`src/rtl/bank_read_streamer.sv`:
```
`default_nettype none
// ============================================================================
//  Module   : bank_read_streamer
//  Purpose  : Read-side sequencer for one memory bank. A start command issues
//             a run of consecutive reads (base, base+1, ... wrapping at the top
//             of the bank), absorbs the bank's 1-cycle read latency and streams
//             the words in order on a valid/ready interface through a 4-entry
//             buffer, so downstream backpressure never drops or repeats a word.
//  Ports    : clk, rst (async, active-high)
//             start, base_addr, length   - command (accepted only when idle)
//             busy, done                 - command status / completion pulse
//             re, rd_addr, rd_data       - bank read port (1-cycle latency)
//             out_valid, out_ready,
//             out_data, out_last         - output word stream
//  Revision : 1.0 - initial release
// ============================================================================
module bank_read_streamer #(
  parameter int DATA_W = 16,
  parameter int ADDR_W = 10
) (
  input  logic              clk,
  input  logic              rst,
  input  logic              start,
  input  logic [ADDR_W-1:0] base_addr,
  input  logic [ADDR_W:0]   length,
  output logic              busy,
  output logic              done,
  output logic              re,
  output logic [ADDR_W-1:0] rd_addr,
  input  logic [DATA_W-1:0] rd_data,
  output logic              out_valid,
  input  logic              out_ready,
  output logic [DATA_W-1:0] out_data,
  output logic              out_last
);

  localparam logic [1:0] S_IDLE  = 2'd0;
  localparam logic [1:0] S_RUN   = 2'd1;
  localparam logic [1:0] S_DRAIN = 2'd2;
  localparam logic [1:0] S_DONE  = 2'd3;

  localparam int          FIFO_DEPTH   = 4;
  localparam logic [3:0]  C_FIFO_DEPTH = 4'd4;
  localparam logic [ADDR_W:0]   C_LEN_ZERO = '0;
  localparam logic [ADDR_W:0]   C_LEN_ONE  = {{ADDR_W{1'b0}}, 1'b1};
  localparam logic [ADDR_W-1:0] C_ADDR_ONE = {{(ADDR_W-1){1'b0}}, 1'b1};

  logic [1:0]        r_state;
  logic [1:0]        w_state_nxt;

  logic [ADDR_W:0]   r_remaining;   // reads still to be issued
  logic              r_re;          // read issued this cycle
  logic              r_re_last;     // ... and it is the final address
  logic              r_rv;          // rd_data valid this cycle
  logic              r_rv_last;     // ... and it is the final word
  logic [ADDR_W-1:0] r_rd_addr;

  logic [DATA_W-1:0] r_fifo_data [FIFO_DEPTH];
  logic [FIFO_DEPTH-1:0] r_fifo_last;
  logic [1:0]        r_wr_ptr;
  logic [1:0]        r_rd_ptr;
  logic [2:0]        r_occ;

  logic              w_start_cmd;
  logic              w_push;
  logic              w_pop;
  logic [3:0]        w_inflight;
  logic              w_issue;
  logic              w_drained;

  assign w_start_cmd = (r_state == S_IDLE) && start;
  assign w_push      = r_rv;
  assign w_pop       = (r_occ != 3'd0) && out_ready;

  // Words already committed to the buffer: stored, arriving now, or in the
  // bank pipeline. Only registered terms, so out_ready never reaches re.
  assign w_inflight  = {1'b0, r_occ} + {3'b000, r_re} + {3'b000, r_rv};
  assign w_issue     = (r_state == S_RUN) && (r_remaining != C_LEN_ZERO) &&
                       (w_inflight < C_FIFO_DEPTH);

  // Buffer will be empty after this edge and nothing remains in the bank
  // pipeline; lets done land the cycle right after the last handshake.
  assign w_drained   = !r_re && !r_rv &&
                       ((r_occ == 3'd0) || ((r_occ == 3'd1) && w_pop));

  // ---------------------------------------------------------------- FSM ---
  always_ff @(posedge clk or posedge rst) begin
    if (rst) begin
      r_state <= S_IDLE;
    end else begin
      r_state <= w_state_nxt;
    end
  end

  always_comb begin
    w_state_nxt = r_state;
    case (r_state)
      S_IDLE: begin
        if (start) begin
          w_state_nxt = (length == C_LEN_ZERO) ? S_DONE : S_RUN;
        end
      end
      S_RUN: begin
        if (r_remaining == C_LEN_ZERO) begin
          w_state_nxt = S_DRAIN;
        end
      end
      S_DRAIN: begin
        if (w_drained) begin
          w_state_nxt = S_DONE;
        end
      end
      default: begin
        w_state_nxt = S_IDLE;
      end
    endcase
  end

  always_comb begin
    busy = 1'b0;
    done = 1'b0;
    case (r_state)
      S_RUN, S_DRAIN: busy = 1'b1;
      S_DONE:         done = 1'b1;
      default:        ;
    endcase
  end

  // ------------------------------------------------------- read issuing ---
  always_ff @(posedge clk or posedge rst) begin
    if (rst) begin
      r_re        <= 1'b0;
      r_re_last   <= 1'b0;
      r_rv        <= 1'b0;
      r_rv_last   <= 1'b0;
      r_rd_addr   <= '0;
      r_remaining <= '0;
    end else begin
      // The first read goes out straight from the start command so that
      // re rises in the cycle after start is sampled.
      if (w_start_cmd && (length != C_LEN_ZERO)) begin
        r_re        <= 1'b1;
        r_re_last   <= (length == C_LEN_ONE);
        r_rd_addr   <= base_addr;
        r_remaining <= length - C_LEN_ONE;
      end else if (w_issue) begin
        r_re        <= 1'b1;
        r_re_last   <= (r_remaining == C_LEN_ONE);
        r_rd_addr   <= r_rd_addr + C_ADDR_ONE;  // wraps naturally
        r_remaining <= r_remaining - C_LEN_ONE;
      end else begin
        r_re        <= 1'b0;
        r_re_last   <= 1'b0;
      end
      r_rv      <= r_re;
      r_rv_last <= r_re && r_re_last;
    end
  end

  assign re      = r_re;
  assign rd_addr = r_rd_addr;

  // ------------------------------------------------------ output buffer ---
  always_ff @(posedge clk or posedge rst) begin
    if (rst) begin
      for (int i = 0; i < FIFO_DEPTH; i++) begin
        r_fifo_data[i] <= '0;
      end
      r_fifo_last <= '0;
      r_wr_ptr    <= 2'd0;
      r_rd_ptr    <= 2'd0;
      r_occ       <= 3'd0;
    end else begin
      if (w_push) begin
        r_fifo_data[r_wr_ptr] <= rd_data;
        r_fifo_last[r_wr_ptr] <= r_rv_last;
        r_wr_ptr              <= r_wr_ptr + 2'd1;
      end
      if (w_pop) begin
        r_rd_ptr <= r_rd_ptr + 2'd1;
      end
      case ({w_push, w_pop})
        2'b10:   r_occ <= r_occ + 3'd1;
        2'b01:   r_occ <= r_occ - 3'd1;
        default: r_occ <= r_occ;
      endcase
    end
  end

  assign out_valid = (r_occ != 3'd0);
  assign out_data  = r_fifo_data[r_rd_ptr];
  assign out_last  = out_valid && r_fifo_last[r_rd_ptr];

endmodule
`default_nettype wire
```
`config.mk`:
```
export PLATFORM = sky130hd
export DESIGN_NAME = bank_read_streamer
export DESIGN_NICKNAME = d
export VERILOG_FILES = /design/src/rtl/bank_read_streamer.sv
export SDC_FILE = /design/constraint.sdc
export NUM_CORES = 1
export LEC_CHECK = 0
export CAP_MARGIN = 25
export CORE_MARGIN = 2
export CORE_UTILIZATION = 59
export CTS_CLUSTER_DIAMETER = 150
export DETAILED_ROUTE_END_ITERATION = 8
export PLACE_DENSITY = 0.95
export SYNTH_ARGS = -nofsm -noshare
export SYNTH_HDL_FRONTEND = slang
export SYNTH_SLANG_ARGS = --single-unit
```
`constraint.sdc`:
```
create_clock -name clk -period 7.3 [get_ports clk]
set_input_delay 1.46 -clock clk [delete_from_list [all_inputs] [get_ports clk]]
set_output_delay 1.46 -clock clk [all_outputs]
set_load 0.02 [all_outputs]
```
Word level (Yosys, flattened, before mapping)
Index checks and enable logic that the tools add are counted.
{ "word_totals": {"ramBits": 0, "latchBits": 0, "mem_count": 0, "mem_bits_ro": 0, "reg_bits": 102} }
{ "classes": {"muxes": 27, "n_mul": 0, "order_cmp": 7, "n_bitwise": 2, "div_mod_pow": 0, "shift": 0, "n_reduce_logical": 26, "n_eq_ne": 11, "add_sub_neg": 9} }
{ "ops": {"columns": ["cell", "count"], "rows": [
  ["$bwmux 64", 1],
  ["$mux 16", 3],
  ["$bmux 16 s2", 1],
  ["$demux 16 s2", 1],
  ["$eq 11x1->1 const B", 2],
  ["$logic_not 11->1", 2],
  ["$mux 11", 2],
  ["$reduce_bool 11->1", 2],
  ["$sub 11x1->11 const B", 2],
  ["$mux 10", 2],
  ["$logic_and 1x1->1", 12],
  ["$add 10x1->10 const B", 1],
  ["$mux 1", 8],
  ["$mux 2", 4],
  ["$eq 2x2->1 const B", 3],
  ["$ge 3x3->1 const B", 2],
  ["$lt 2x3->1 const B", 2],
  ["$not 2->3", 2],
  ["$pmux 2 s3", 1],
  ["$pmux 3 s2", 1],
  ["$add 2x1->2 const B", 2],
  ["$add 3x1->4", 1],
  ["$add 4x1->4", 1],
  ["$bwmux 4", 1],
  ["19 further kinds", 23]
]} }

Logic depth before layout (Yosys ltp)
Gate-level depths: netlist of the first run.
{ "depth": {"depth_word": 7, "mapped_depth": 8} }

Least setup slack after synthesis of the first run
No wires, ideal clock.
{ "synth_timing": {"path_kind": "reg2out", "start": "register r_rd_ptr[0]", "end": "output out_data[10]", "path_buffers": 2, "path_stages_with_launch": 4, "arrival_ps": 1492, "path_slack_ps": 4348, "t_required_ps": 5840, "path_cell_list": "dfrtp_1 > buf_2 > buf_2 > mux4_2"} }
{ "synth_between": {"elab_chain_cells": 4} }
{ "synth_rtl": {"columns": ["element", "line", "text"], "rows": [
  ["start: declaration", "61", "logic [1:0] r_rd_ptr;"],
  ["start signal: assignment", "180", "r_rd_ptr <= r_rd_ptr + 2'd1;"],
  ["$not 2->3 (implied by the code)", "191", "assign out_data = r_fifo_data[r_rd_ptr];"],
  ["$bmux 16 s2", "191", null],
  ["$mux 16 (implied by the code) (2 in series)", "191", null],
  ["end: declaration", "33", "output logic [DATA_W-1:0] out_data,"]
]} }
No other way between the ends. The select of a mux whose other input is x is not followed.

Final worst setup path of the first run
{ "layout_timing": {"start": "register r_rd_ptr[0]", "end": "output out_last"} }
{ "layout_between": {"elab_chain_cells": 3} }
{ "layout_rtl": {"columns": ["element", "line", "text"], "rows": [
  ["$bmux 1 s2", "192", "assign out_last = out_valid && r_fifo_last[r_rd_ptr];"],
  ["$mux 1 (implied by the code)", "192", null],
  ["$logic_and 1x1->1", "192", null],
  ["end: declaration", "34", "output logic out_last"]
]} }
No other way between the ends. The select of a mux whose other input is x is not followed.

==> metrics.csv, run 1 <==
stage,metric,value,unit
floorplanning,core box area,8300,sq um
drt,initial DRC count,113,
clocking,CTS resizes,0,
timing,Slew Limit Fails,0,
power,Pleak,2.58,nW
clocking,"Hold-fix buffers, CTS",0,
clocking,# H-tree levels,3,
finish,Area Overhead vs Synth,20.2,%
synth,Synth Instances,392,
worst_setup_path,Worst setup SP type,flop,
placed_design,PortBufs,71,
clocking,clk slew on worst S/H paths,0.09,ns
timing,Final min period,3.95,ns
timing,RSZ-0062 raised after global routing,no,
synth,Syn Nets,453,
finish,Finished Core Util,73.8,%
power,maximum vdd ir drop,197,uV
worst_setup_path,Critical Path RT,5.84,ns
timing,fin crit share,54.1,%
clocking,CTS tree,done,
drt,WL per Instance,17.7,um
timing,final setup vio count,0,
drt,via count,3366,
placed_design,placed wire-length estimate,7190,um
clocking,CTS root buf,clkbuf_8,
grt,number of global-route vias before repair,3629,
finish,most frequent cells in the layout,"dfrtp_1, clkdlybuf4s50_1, mux2_2, nand2_1, xor2_1",
worst_setup_path,CP startpoint,r_rd_ptr[0],
timing,"Hold Vio Cnt, Final",0,
timing,hold_ws,0.484,ns
synth,simple-gate share of the synthesized area,9.70,%
clocking,CTS buffer count,9,
floorplanning,site row count,33,
synth,Compound-Gate Fraction of Synth Area,4.49,%
worst_setup_path,flop-to-flop setup slack,4.95,ns
floorplanning,Die Y,96.9,um
synth,Unique masters post-synth,43,
timing,relative slew slack,41.3,%
synth,XOR/XNOR Fraction of Synth Area,4.81,%
grt,first-pass GRT wire length,17300,um
synth,Synth Warn #,0,
grt,largest net degree at the start of global routing,80,
clocking,# clock sinks,102,
timing,post-route setup slack,3.35,ns
grt,grt ovf,0,
timing,Fin Clk Skew,0.0134,ns
synth,Avg Inst Size Synth,13.0,sq um
worst_setup_path,CP Capture Point,out_last,
drt,final wirelength,10200,um
finish,Inserted Diodes,0,
worst_setup_path,Worst Path Max Fanout,14,
clocking,clock latency on the worst-skew pair,0.38,ns
floorplanning,Ports,72,
worst_setup_path,FF-to-FF Start,r_rv,
synth,Synth Cell Area,5100,sq um
drt,First-pass DRT Iterations,4,
clocking,Post-CTS Setup Bufs,0,
clocking,maximum clock path buffer count,2,
power,PD cells,422,nW/um^2
floorplanning,die area,9400,sq um
placed_design,DP Cell Count,557,
finish,layout cells sized above 1,23.9,%
worst_setup_path,CP endpoint kind,output pin,
worst_setup_path,cells on worst reg2reg path,6,
synth,main combinational cell family by area after synthesis,multiplexers,
synth,synthesized flop and latch total,102,
timing,Worst-Margin Slew,0.881,ns
synth,Adder-Cell Fraction of Synth Area,4.91,%
finish,"commonest non-fill, non-tap cell in the layout",dfrtp_1,
run_status,status,"finished, final reports clean",
drt,DR DRC count,0,
synth,post-synthesis sequential area ratio,50.1,%
min_path,Hold Path Class,reg2reg,
worst_setup_path,critical path arrival,2.49,ns
run,max cap viols,0,
grt,initial antenna violation count,0,
finish,nets@finish,525,
finish,Non-Filler Instances,574,
placed_design,setup slack at placement,3.57,ns
floorplanning,die width,96.9,um
placed_design,Placer Congestion,0.863,
floorplanning,initial core utilization,61.4,%
worst_setup_path,worst reg2reg path endpoint,rd_addr[6],
grt,All-Layer GR Usage,22.9,%
timing,setup tns final,0,ns
worst_setup_path,critical path class,reg2out,
timing,f_max,253,MHz
drt,Routed Antenna Nets,0,
drt,Via density,5.86,
synth,mux contribution to synthesized area,23.7,%
cell families after synthesis:
family / Yosys count
simple gates: 89
compound gates: 36
mux: 91
fa+ha+maj: 20
buf+inv: 26
xor+xnor: 28
flops: 102
sequential cells by signal (all words and copies together) (netlist names):
name,flops
re,1
r_rv_last,1
r_remaining,11
r_occ,3
r_wr_ptr,2
r_rv,1
r_re_last,1
r_fifo_last,4
r_rd_ptr,2
r_fifo_data,64
r_state,2
rd_addr,10
how the worst min path moves through the flow:
stage                     depth (start not counted)         endpoint             from  slack, ns
after detailed placement                          1        r_rv_last        r_re_last       0.48
after CTS                                         1        r_rv_last        r_re_last       0.49
final                                             1        r_rv_last        r_re_last       0.48
after global routing                              1        r_rv_last        r_re_last       0.49
after global placement                            1  r_fifo_data[13]  r_fifo_data[13]       0.48
after floorplan                                   1        r_rv_last        r_re_last       0.43
final cells by class:
class | count | area, sq um
fillers | 497 | 2170
flip-flops and latches | 102 | 2550
inverters | 12 | 47.5
multi-input cells | 264 | 2430
clock inverters | 6 | 76.3
repair buffers | 75 | 761
clock buffers | 10 | 128
well taps | 105 | 131
stage by stage:
stage          area, sq um  total power [mW]
6_report              6120              2.59
5_1_grt               6120              2.75
4_1_cts               6100              2.60
3_5_place_dp          5890              2.22
3_3_place_gp          5890              2.15
2_1_floorplan         5100              1.80
power breakdown:
group / internal, mW / total [mW] / switching [mW]
combinational: 0.673 / 1.21 / 0.538
clock: 0.165 / 0.366 / 0.200
sequential: 0.814 / 1.01 / 0.196
total: 1.65 / 2.59 / 0.934
cells in the mapped netlist, drive strengths merged:
library cell    n  area, sq um
and3            4         25.0
a21oi           8         51.3
o31ai           1         7.51
nor4            3         48.8
a2bb2oi         1         8.76
buf             8         47.5
mux2i           5         50.1
xnor2           6         52.6
nor3b           1         7.51
a31o            1         8.76
mux2           69          777
nor2b           1         6.26
a32oi           1         8.76
or3             4         25.0
nand2          22         82.6
nand4b          3         32.5
a21o            2         15.0
nor3            3         15.0
clkbuf          6         22.5
or4             3         26.3
o21ai          15         75.1
a211oi          1         12.5
and2            5         31.3
nand3          11         55.1
a31oi           4         25.0
nand4           9         56.3
nor2           17         63.8
xor2           22          193
inv            12         45.0
ha             20          250
mux4           17          383
nand2b          3         18.8
dfrtp         102         2550
o21bai          1         7.51
o41ai           1         8.76
critical path, cell delays in order (launching register included):
cell             delay, ns
dfrtp_1               0.52
buf_4                 0.36
mux4_2                0.54
and2_1                0.17
clkdlybuf4s50_1       0.53
layer usage:
metal | global-route usage [%] | up-vias | wire, um
met5 | 0 | - | 0
li1 | - | 1566 | -
met3 | 5.92 | 14 | 512
met4 | 7.91 | 0 | 153
met1 | 27.1 | 1687 | 4210
met2 | 40.5 | 99 | 5300
Power figures use the tool's default switching activity.
==> run 2, diff against run 1 <==
--- a/config.mk
+++ b/config.mk
@@ -7,10 +7,10 @@
 export LEC_CHECK = 0
 export CAP_MARGIN = 25
 export CORE_MARGIN = 2
-export CORE_UTILIZATION = 59
+export CORE_UTILIZATION = 55
 export CTS_CLUSTER_DIAMETER = 150
 export DETAILED_ROUTE_END_ITERATION = 8
-export PLACE_DENSITY = 0.95
+export PLACE_DENSITY = 0.92
 export SYNTH_ARGS = -nofsm -noshare
 export SYNTH_HDL_FRONTEND = slang
 export SYNTH_SLANG_ARGS = --single-unit
==> constraint.sdc (replaced) <==
create_clock -name clk -period 3.7 [get_ports clk]
set_input_delay 0.74 -clock clk [delete_from_list [all_inputs] [get_ports clk]]
set_output_delay 0.74 -clock clk [all_outputs]
set_load 0.02 [all_outputs]
==> metrics.csv, run 2 (same netlist as run 1, synthesis figures left out) <==
stage,metric,value,unit
timing,Worst-Margin Slew,0.875,ns
drt,initial DRC count,104,
grt,grt ovf,0,
grt,All-Layer GR Usage,21.5,%
grt,initial antenna violation count,0,
drt,top sig layer,met4,
finish,layout cells sized above 1,24.4,%
timing,"Hold Vio Cnt, Final",0,
floorplanning,Ports,72,
timing,Slew Limit Fails,0,
power,maximum vdd ir drop,410,uV
floorplanning,die width,100,um
worst_setup_path,CP endpoint kind,output pin,
worst_setup_path,Worst setup SP type,flop,
clocking,CTS root buf,clkbuf_8,
drt,WL per Instance,17.0,um
run_status,status,"finished, final reports clean",
placed_design,placed wire-length estimate,7170,um
floorplanning,die area,10100,sq um
drt,final wirelength,9910,um
finish,most frequent cells in the layout,"dfrtp_1, clkdlybuf4s50_1, mux2_2, nand2_1, xor2_1",
worst_setup_path,Critical Path RT,2.96,ns
drt,metal3 WL,472,um
clocking,Post-CTS Setup Bufs,0,
worst_setup_path,critical path class,reg2out,
drt,Via density,5.85,
finish,Finished Core Util,67.4,%
grt,number of global-route vias before repair,3568,
clocking,# H-tree levels,3,
timing,RSZ-0062 raised after global routing,no,
grt,first-pass GRT wire length,16800,um
finish,nets@finish,527,
drt,met1 wire length,3970,um
finish,Largest Register,r_fifo_data,
clocking,CTS resizes,0,
placed_design,DP Cell Count,566,
timing,fin crit share,84.1,%
grt,largest net degree at the start of global routing,57,
run,max cap viols,0,
worst_setup_path,Worst Path Max Fanout,12,
placed_design,PortBufs,71,
finish,Non-Filler Instances,582,
min_path,Hold Path Class,reg2reg,
drt,DR DRC count,0,
floorplanning,site row count,35,
drt,via count,3402,
drt,Routed Antenna Nets,0,
floorplanning,core box area,9110,sq um
timing,Fin Clk Skew,0.0120,ns
clocking,"Hold-fix buffers, CTS",0,
drt,First-pass DRT Iterations,4,
clocking,clock latency on the worst-skew pair,0.37,ns
timing,setup tns final,0,ns
placed_design,Placer Congestion,0.893,
timing,Final min period,3.11,ns
floorplanning,Die Y,100,um
drt,Met2 Wirelength,5360,um
clocking,# clock sinks,102,
clocking,CTS buffer count,9,
floorplanning,initial core utilization,55.9,%
worst_setup_path,critical path arrival,2.37,ns
finish,"commonest non-fill, non-tap cell in the layout",dfrtp_1,
timing,f_max,321,MHz
finish,Area Overhead vs Synth,20.5,%
finish,max reg flops,64,
clocking,maximum clock path buffer count,2,
clocking,CTS tree,done,
timing,relative slew slack,41.6,%
clocking,clk slew on worst S/H paths,0.10,ns
finish,FILL cells,660,
power,Pleak,2.58,nW
power,PD cells,828,nW/um^2
finish,Inserted Diodes,0,
timing,final setup vio count,0,
-- run 2: cell types whose count changed in the layout (fill, tap and decap cells not counted), sizes merged --
| cell | previous run | this run |
|---|---|---|
| buf | 4 | 6 |
| clkinvlp | 0 | 2 |
| clkinv | 1 | 3 |
| inv | 16 | 13 |
| clkbuf | 10 | 9 |
-- run 2: area by class of cell --
| cell class | count | area, sq um | share of cell area (%) |
|---|---|---|---|
| sequential | 102 | 2550 | 41.5 |
| inverter | 12 | 47.5 | 0.774 |
| clock buffer | 9 | 124 | 2.02 |
| clock inverter | 7 | 83.8 | 1.36 |
| multi-input combinational | 264 | 2430 | 39.5 |
| timing repair buffer | 77 | 768 | 12.5 |
| tap | 111 | 139 | 2.26 |
-- run 2: critical path, stage by stage, from the launching register on --
cell and delay, ns:
dfrtp_1 0.68, buf_12 0.23, mux4_2 0.52, clkdlybuf4s50_1 0.56
-- run 2: per-layer routing --
| layer | GRT usage, % | vias to the layer above |
|---|---|---|
| li1 | - | 1560 |
| met1 | 24.9 | 1741 |
| met2 | 39.5 | 88 |
| met3 | 5.22 | 13 |
| met4 | 5.90 | 0 |
| met5 | 0 | - |
-- run 2: path summary, 6_finish.rpt --
path                             start         endpoint  slack, ns  depth (start not counted)
min reg2reg                  r_re_last        r_rv_last       0.48                          1
max in group asynchronous          rst  r_fifo_data[40]       2.10                          3
max reg2reg                       r_rv       rd_addr[8]       1.38                          6
min in group asynchronous          rst  r_fifo_data[29]       0.82                          2
min                          r_re_last        r_rv_last       0.48                          1
max                        r_rd_ptr[0]      out_data[1]       0.59                          3
-- run 2: metrics by stage --
stage | hold slack [ns] | setup slack, ns | power (mW) | area [sq um]
final | 0.485 | 0.588 | 5.09 | 6140
after global placement | 0.478 | 0.868 | 4.27 | 5940
after global routing | 0.500 | 0.455 | 5.40 | 6140
after CTS | 0.485 | 0.524 | 5.13 | 6140
after floorplan | 0.428 | 0.285 | 3.55 | 5100
after detailed placement | 0.470 | 0.752 | 4.41 | 5940
-- run 2: power breakdown --
group | internal [mW] | leakage (nW) | switching (mW)
Combinational | 1.34 | 1.28 | 1.07
Clock | 0.320 | 0.0986 | 0.393
Sequential | 1.61 | 1.20 | 0.351
==> run 3, diff against run 2 <==
==> constraint.sdc (replaced) <==
create_clock -name clk -period 3.1 [get_ports clk]
set_input_delay 0.62 -clock clk [delete_from_list [all_inputs] [get_ports clk]]
set_output_delay 0.62 -clock clk [all_outputs]
set_load 0.02 [all_outputs]
==> metrics.csv, run 3 (same netlist as run 1, synthesis figures left out) <==
stage,metric,value,unit
run_status,status,"finished, final reports clean",
grt,number of global-route vias before repair,3666,
clocking,CTS tree,done,
floorplanning,die width,100,um
worst_setup_path,Critical Path RT,2.48,ns
timing,relative slew slack,42.3,%
finish,Inserted Diodes,0,
min_path,Hold Path Class,reg2reg,
worst_setup_path,Worst setup SP type,flop,
floorplanning,site row count,35,
timing,final setup vio count,0,
drt,initial DRC count,116,
power,Psw,2.17,mW
power,Pleak,2.57,nW
clocking,CTS root buf,clkbuf_8,
finish,most frequent cells in the layout,"dfrtp_1, clkdlybuf4s50_1, mux2_2, nand2_1, xor2_1",
clocking,"Hold-fix buffers, CTS",0,
timing,"Hold Vio Cnt, Final",0,
drt,via count,3351,
power,Seq pwr share,38.7,%
power,internal power,3.85,mW
clocking,# clock sinks,102,
finish,Non-Filler Instances,582,
finish,Largest Register,r_fifo_data,
power,maximum vdd ir drop,430,uV
grt,largest net degree at the start of global routing,81,
timing,fin crit share,91.7,%
drt,DR DRC count,0,
finish,FILL cells,679,
worst_setup_path,CP endpoint kind,output pin,
floorplanning,Ports,72,
finish,nets@finish,527,
placed_design,Placer Congestion,0.886,
timing,Fin Clk Skew,0.0135,ns
clocking,# H-tree levels,3,
grt,All-Layer GR Usage,21.3,%
power,power consumption,6.01,mW
finish,max reg flops,64,
floorplanning,die area,10100,sq um
finish,layout cells sized above 1,24.4,%
finish,"commonest non-fill, non-tap cell in the layout",dfrtp_1,
floorplanning,initial core utilization,55.9,%
drt,WL per Instance,17.4,um
timing,Worst-Margin Slew,0.864,ns
worst_setup_path,critical path class,reg2out,
drt,Via density,5.76,
timing,Slew Limit Fails,0,
clocking,Post-CTS Setup Bufs,0,
power,Sw Ratio,36.0,%
drt,First-pass DRT Iterations,4,
finish,Area Overhead vs Synth,20.4,%
drt,final wirelength,10100,um
clocking,clk slew on worst S/H paths,0.10,ns
clocking,CTS buffer count,9,
clocking,maximum clock path buffer count,2,
floorplanning,Die Y,100,um
grt,first-pass GRT wire length,16800,um
timing,RSZ-0062 raised after global routing,no,
timing,f_max,352,MHz
grt,initial antenna violation count,0,
clocking,CTS resizes,0,
floorplanning,core box area,9110,sq um
power,PD cells,980,nW/um^2
worst_setup_path,critical path arrival,2.22,ns
clocking,clock latency on the worst-skew pair,0.36,ns
power,Comb pwr share,48.0,%
worst_setup_path,Worst Path Max Fanout,15,
timing,Final min period,2.84,ns
placed_design,PortBufs,71,
finish,Finished Core Util,67.4,%
placed_design,DP Cell Count,566,
run,max cap viols,0,
drt,Routed Antenna Nets,0,
timing,setup tns final,0,ns
placed_design,placed wire-length estimate,7260,um
grt,grt ovf,0,
power,Clock Power Share,13.2,%
[run 3: cell count changes in the layout (fill, tap and decap cells not counted), sizes merged]
| cell | before | now |
|---|---|---|
| clkinvlp | 2 | 3 |
| bufinv | 1 | 0 |
| clkinv | 3 | 0 |
| inv | 13 | 15 |
| clkbuf | 9 | 10 |
[run 3: cell type report]
class                   count  area, sq um  area share [%]
inverters                  12         48.8           0.795
clock buffers              10          138            2.24
clock inverters             6         50.0           0.815
multi-input cells         264         2430            39.6
flip-flops and latches    102         2550            41.6
well taps                 111          139            2.26
repair buffers             77          781            12.7
[run 3: routing by layer]
layer	part of all wire, %	wire length [um]	track usage, %
met1	42	4260	25.0
met2	52	5290	39.0
met3	3.9	393	3.62
met4	1.6	158	8.22
met5	0	0	0
[run 3: metrics by stage]
step / instance area, sq um / worst slack [ns] / hold WS, ns
global placement: 5950 / 0.411 / 0.455
CTS: 6140 / 0.226 / 0.503
detailed placement: 5950 / 0.261 / 0.474
floorplan: 5100 / 0.988 / 0.428
global route: 6140 / 0.159 / 0.524
finish: 6140 / 0.259 / 0.508
[run 3: worst paths after layout]
path	startpoint	endpoint	slack [ns]	depth (start not counted)
worst max register to register	r_rv	rd_addr[8]	0.76	6
worst max-delay path	r_rd_ptr[0]	out_data[12]	0.26	3
min in group asynchronous	rst	rd_addr[1]	0.64	2
max in group asynchronous	rst	r_rd_ptr[0]	1.69	3
worst min register to register	r_re_last	r_rv_last	0.51	1
worst min-delay path	r_re_last	r_rv_last	0.51	1
[run 3: power by group through the flow]
stage	clock, mW	combinational, mW	sequential [mW]
floorplan	0	2.00	2.24
global placement	0	2.82	2.28
detailed placement	0	2.92	2.35
CTS	0.818	2.92	2.32
global route	0.870	3.12	2.40
finish	0.796	2.89	2.33
[run 3: critical path, stage by stage, from the launching register on]
cell             delay [ns]
dfrtp_1                0.54
buf_12                 0.23
mux4_2                 0.53
clkdlybuf4s50_1        0.56
